==> src/rtl/axi_trace_pkg.sv <==
// axi_trace_pkg: capture-mode encodings and entry-width helper shared by the AXI address tracer.
package axi_trace_pkg;
  localparam logic [1:0] MODE_VRA = 2'd0;
  localparam logic [1:0] MODE_V   = 2'd1;
  localparam logic [1:0] MODE_R   = 2'd2;
  localparam logic [1:0] MODE_VRO = 2'd3;
  function automatic int entry_w(input int ts_w, input int addr_w);
    return ts_w + addr_w;
  endfunction
endpackage

==> src/rtl/axi_trace_chan.sv <==
// axi_trace_chan: one channel of the tracer -- event decode, trace buffer, pointers, count, overflow, readback mux.
module axi_trace_chan
  import axi_trace_pkg::*;
#(
  parameter int ADDR_W = 32,
  parameter int DEPTH  = 16,
  parameter int TS_W   = 16,
  localparam int IW = $clog2(DEPTH),
  localparam int CW = $clog2(DEPTH + 1),
  localparam int EW = entry_w(TS_W, ADDR_W)
) (
  input  logic              clk,
  input  logic              rst_x,
  input  logic              valid,
  input  logic              ready,
  input  logic [ADDR_W-1:0] addr,
  input  logic              en,
  input  logic [1:0]        mode,
  input  logic              wrap_en,
  input  logic              clear,
  input  logic [TS_W-1:0]   ts,
  input  logic [IW-1:0]     rd_idx,
  output logic [EW-1:0]     entry,
  output logic              hit,
  output logic [CW-1:0]     count,
  output logic              ovf
);
  logic [EW-1:0] mem [DEPTH];
  logic [IW-1:0] wptr, ridx;
  logic          cond, ev, full, wr;
  assign cond = mode == MODE_VRA ? valid & ready :
                mode == MODE_V   ? valid :
                mode == MODE_R   ? ready : valid | ready;
  assign ev   = en & cond;
  assign full = count == CW'(DEPTH);
  assign wr   = ev & ~clear & (~full | wrap_en);
  // Once full, the write pointer also marks the oldest entry.
  assign ridx  = (full ? wptr : '0) + rd_idx;
  assign hit   = CW'(rd_idx) < count;
  assign entry = hit ? mem[ridx] : '0;
  always_ff @(posedge clk)
    if (wr) mem[wptr] <= {ts, addr};
  always_ff @(posedge clk or negedge rst_x)
    if (!rst_x) begin
      wptr  <= '0;
      count <= '0;
      ovf   <= 1'b0;
    end else if (clear) begin
      wptr  <= '0;
      count <= '0;
      ovf   <= 1'b0;
    end else if (ev) begin
      if (wr) wptr <= wptr + IW'(1);
      if (!full) count <= count + CW'(1);
      if (full) ovf <= 1'b1;
    end
endmodule

==> src/rtl/axi_addr_trace.sv <==
// axi_addr_trace: timestamped trace of AXI AW/AR addresses with registered indexed readback.
module axi_addr_trace
  import axi_trace_pkg::*;
#(
  parameter int ADDR_W = 32,
  parameter int DEPTH  = 16,
  parameter int TS_W   = 16
) (
  input  logic                         clk,
  input  logic                         rst_x,
  input  logic                         awvalid,
  input  logic                         awready,
  input  logic                         arvalid,
  input  logic                         arready,
  input  logic [ADDR_W-1:0]            awaddr,
  input  logic [ADDR_W-1:0]            araddr,
  input  logic                         en,
  input  logic [1:0]                   mode,
  input  logic                         wrap_en,
  input  logic                         clear,
  input  logic                         rd_sel,
  input  logic [$clog2(DEPTH)-1:0]     rd_idx,
  output logic [TS_W+ADDR_W-1:0]       rd_data,
  output logic                         rd_hit,
  output logic [$clog2(DEPTH+1)-1:0]   aw_count,
  output logic [$clog2(DEPTH+1)-1:0]   ar_count,
  output logic                         aw_ovf,
  output logic                         ar_ovf
);
  localparam int EW = entry_w(TS_W, ADDR_W);
  logic [TS_W-1:0] ts;
  logic [EW-1:0]   aw_entry, ar_entry;
  logic            aw_hit, ar_hit;
  always_ff @(posedge clk or negedge rst_x)
    if (!rst_x) begin
      ts      <= '0;
      rd_data <= '0;
      rd_hit  <= 1'b0;
    end else begin
      ts      <= ts + TS_W'(1);
      rd_data <= rd_sel ? ar_entry : aw_entry;
      rd_hit  <= rd_sel ? ar_hit : aw_hit;
    end
  axi_trace_chan #(.ADDR_W(ADDR_W), .DEPTH(DEPTH), .TS_W(TS_W)) u_aw (
    .clk(clk), .rst_x(rst_x), .valid(awvalid), .ready(awready), .addr(awaddr),
    .en(en), .mode(mode), .wrap_en(wrap_en), .clear(clear), .ts(ts), .rd_idx(rd_idx),
    .entry(aw_entry), .hit(aw_hit), .count(aw_count), .ovf(aw_ovf)
  );
  axi_trace_chan #(.ADDR_W(ADDR_W), .DEPTH(DEPTH), .TS_W(TS_W)) u_ar (
    .clk(clk), .rst_x(rst_x), .valid(arvalid), .ready(arready), .addr(araddr),
    .en(en), .mode(mode), .wrap_en(wrap_en), .clear(clear), .ts(ts), .rd_idx(rd_idx),
    .entry(ar_entry), .hit(ar_hit), .count(ar_count), .ovf(ar_ovf)
  );
endmodule

==> config.mk <==
export PLATFORM = sky130hd
export DESIGN_NAME = axi_addr_trace
export DESIGN_NICKNAME = d
export VERILOG_FILES = /design/src/rtl/axi_trace_pkg.sv /design/src/rtl/axi_trace_chan.sv /design/src/rtl/axi_addr_trace.sv
export SDC_FILE = /design/constraint.sdc
export NUM_CORES = 1
export LEC_CHECK = 0
export BUFFER_PORTS_ARGS = -buffer_cell sky130_fd_sc_hd__buf_2
export CAP_MARGIN = 20
export CORE_ASPECT_RATIO = 0.9
export CORE_UTILIZATION = 45
export DETAILED_ROUTE_END_ITERATION = 10
export GPL_ROUTABILITY_DRIVEN = 0
export PLACE_DENSITY = 0.69
export SYNTH_ARGS = -nofsm -noshare
export SYNTH_HDL_FRONTEND = slang
export SYNTH_SLANG_ARGS = --single-unit
==> constraint.sdc <==
create_clock -name clk -period 5.7 [get_ports clk]
set_input_delay 0.285 -clock clk [delete_from_list [all_inputs] [get_ports clk]]
set_output_delay 0.285 -clock clk [all_outputs]
set_load 0.005 [all_outputs]
==> key figures <==
CTS
  – H-tree depth: 4
  – Clk_lat worst skew: 0.78 ns
  – CTS Hold Bufs: between 60 and 70
  – # clock sinks: 1,621
  – Clk slew on worst S/H paths: ~0.06 ns
  – Post-CTS Setup Inserts: 0
  – Max clock buf depth: 3
  – CTS buffer count: ~150
  – CTS resizes: 0
  – Root buffer cell: clkbuf_16
  – CTS tree: built

Setup path
  – Arr. time, crit path: 5.00 ns
  – CP max FO: 43
  – WP data required: about 6.3 ns
  – Worst r2r path cells: 12
  – Critical path class: reg2reg
  – Critical path endpoint category: flip-flop
  – Reg2Reg Setup Slack: about 1.3 ns
  – Startpoint type of the worst setup path: flip-flop

Timing
  – Final setup TNS: 0 ns
  – Setup repair after global routing missed its margin: no
  – Slew @ Worst Pin: ~1.1 ns
  – Fmax: around 230 MHz
  – Max-slew violation count: 0
  – Clock Skew: 0.02760 ns
  – Max-Slew Margin vs Limit: about a quarter
  – Final Hold Fails: 0
  – Post-layout minimum cycle time: 4.369 ns
  – # setup viols final: 0
  – Fin crit share: 76.64%
  – Final worst slack: between 1 and 1.5 ns
  – Hold_ws: about 0.060 ns

Synth
  – Ys flop type: edfxtp_1
  – Warnings, synthesis: 0
  – Cell taking the most area after synthesis: edfxtp_1
  – Most frequent cell after synthesis: edfxtp_1
  – Post-synth cell types: 41
  – Post-synth top cells: 1,536 x edfxtp_1, 384 x mux4_2, 146 x mux2i_1, 109 x nand3_1, 108 x a21oi_1
  – Yosys top cell area share: 73.82%
  – Synthesized Nets: roughly 3,000
  – Syn avg cell area: around 22 um2
  – Asr flop ratio synth: between 5 and 6%
  – Syn Inst Count: 2,881
  – Synth top area cells: edfxtp_1 74%, mux4_2 14%, dfrtp_1 3.4%
  – Post-synthesis register bit count: ~1,600
  – EDFF count, synth: 1,536
  – Register area share after synthesis: slightly below 80%
  – Mapped cell area: around 62,000 um2

Global route
  – Vias in the first global route: 31,322
  – Number of antenna violations at the first check in global routing: 3
  – Tot GR Track Use: a little over a fifth
  – Total gr overflow: 0
  – Largest net degree at the start of global routing: 97
  – First-pass GRT wire length: between 200 and 250 mm

Route
  – Vias per cell: approximately 6
  – Pre-antenna DRT Iters: 6
  – DR iter-0 viols: roughly 3,500
  – DR WL/cell: between 20 and 30 um
  – Routed vias: about 31,000
  – Detailed-route wire length: 146.9 mm
  – Post-DRT Antenna Nets: 0
  – DRC: 0

Pwr
  – LEAKAGE: 23.40 nW
  – Power Density: approximately 340 nW/um2
  – Int Power: roughly 19 mW
  – Sw Pwr: approximately 5.0 mW
  – Final Total Pwr: between 20 and 25 mW
  – Logic pwr share: under 10%
  – Sw Share: 20.51%
  – Sequential power share: 54.2%
  – Max VDD drop: 0.2776 mV
  – Clk pwr share: about 42%

Placed design
  – Placed cell areas: roughly 66,000 um2
  – Pre-CTS WS: around 1.3 ns
  – DP Wirelength: 76.62 mm
  – Placed Cells: between 4,000 and 5,000
  – Port Buffer Count: 140

Final layout
  – Layout cells sized above 1: about a quarter
  – Area occupied by multi-input gates: about 14,000 um2
  – Fin area: 71,610 um2
  – Area grow syn2layout: 14.61%
  – Final non-filler cell total: a little over 5,000
  – Fill count: ~11,000
  – FF+latch area: between 40,000 and 50,000 um2
  – Final core occ: between 50% and 60%
  – Fin nets: 3,274

Min path
  – Cells on Worst Hold Path: 5
  – HP Class: in2reg

Floorplanning
  – Die area: between 100,000 and 150,000 um2
  – Site Rows: 129
  – Core area: 137,700 um2
  – I/O pin total: roughly 140
  – Initial cell density of the core: ~45%
  – Die height: around 360 um
  – Die Span X: 394.8 um

Run status
  – Outcome: finished clean

Job
  – Max-Cap Viols: 0
path summary, 6_finish.rpt:
path / start / endpoint
setup / recovery: u_aw.count[0]$_DFFE_PN0P_ / rd_data[27]$_DFF_PN0_
hold / removal: awvalid / u_aw.count[1]$_DFFE_PN0P_
setup reg to reg: u_aw.count[0]$_DFFE_PN0P_ / rd_data[27]$_DFF_PN0_
hold reg to reg: u_aw.ovf$_DFFE_PN0P_ / u_aw.ovf$_DFFE_PN0P_
max in group asynchronous: rst_x / ts[4]$_DFF_PN0_
min in group asynchronous: rst_x / rd_data[44]$_DFF_PN0_
routing by layer:
metal / track usage [%] / share of wire, %
met1: 30.48 / 42
met2: 33.21 / 48
met3: 3.535 / 7.8
met4: 6.016 / 2.2
met5: 0 / 0
placed cells by master (no fill, tap or decap), types with 7 or more instances in the layout:
| cell type | count |
|---|---|
| inv_6 | 13 |
| clkinv_1 | 30 |
| mux2i_1 | 146 |
| dlygate4sd3_1 | 68 |
| nand4_1 | 7 |
| a21oi_1 | 107 |
| clkbuf_1 | 36 |
| nand3_1 | 109 |
| nor2_4 | 12 |
| buf_2 | 139 |
| xnor2_1 | 26 |
| mux4_2 | 384 |
| nor2_1 | 29 |
| dfrtp_1 | 85 |
| and2_4 | 15 |
| inv_1 | 20 |
| a211o_1 | 48 |
| nand2_1 | 18 |
| bufinv_16 | 12 |
| ha_1 | 23 |
| o21ai_0 | 60 |
| clkinv_2 | 19 |
| clkbuf_8 | 9 |
| o21ai_1 | 43 |
| edfxtp_1 | 1536 |
| buf_4 | 55 |
| clkbuf_16 | 157 |
| buf_12 | 28 |
critical path: stages, from the launching register on:
cell,delay (ns)
dfrtp_1,0.43
inv_1,0.10
ha_1,0.22
nand4_1,0.23
nor2_1,0.11
ha_4,0.18
fa_4,1.11
buf_12,0.33
buf_4,0.26
mux4_2,0.31
mux2i_1,0.22
mux2i_1,0.25
a211o_1,0.41
power groups by stage:
stage | sequential (mW) | clock (mW) | combinational (mW)
2_1_floorplan | 13.3 | 0 | 0.579
6_report | 13.1 | 10.0 | 1.05
5_1_grt | 13.1 | 10.6 | 1.12
3_5_place_dp | 13.3 | 0 | 1.02
4_1_cts | 13.1 | 10.2 | 1.06
3_3_place_gp | 13.3 | 0 | 1.00
layout make-up:
| class | instances | area share [%] |
|---|---|---|
| Antenna cell | 1 | 0.003494 |
| Clock buffer | 202 | 5.848 |
| Clock inverter | 76 | 0.9749 |
| Inverter | 20 | 0.1048 |
| Multi-Input combinational cell | 1079 | 19.12 |
| Sequential cell | 1621 | 67.38 |
| Tap cell | 1834 | 3.204 |
| Timing Repair Buffer | 293 | 3.362 |
logic make-up after synthesis:
logic type      count (synthesis)  synth area share [%]
flops                        1621                 77.22
fa+ha+maj                      27                0.5647
buf+inv                       181                 1.260
compound gates                271                 2.515
mux                           530                 16.18
simple gates                  220                 1.810
xor+xnor                       31                0.4466
sequential cells by signal, indices dropped and copies added, names as in the netlist:
name and cells:
rd_data 48, rd_hit 1, u_aw.wptr 4, u_aw.ovf 1
u_ar.mem 768, u_aw.count 5, u_ar.wptr 4, u_aw.mem 768
u_ar.count 5, ts 16, u_ar.ovf 1
Note: power is estimated with default switching activity, not from simulation.
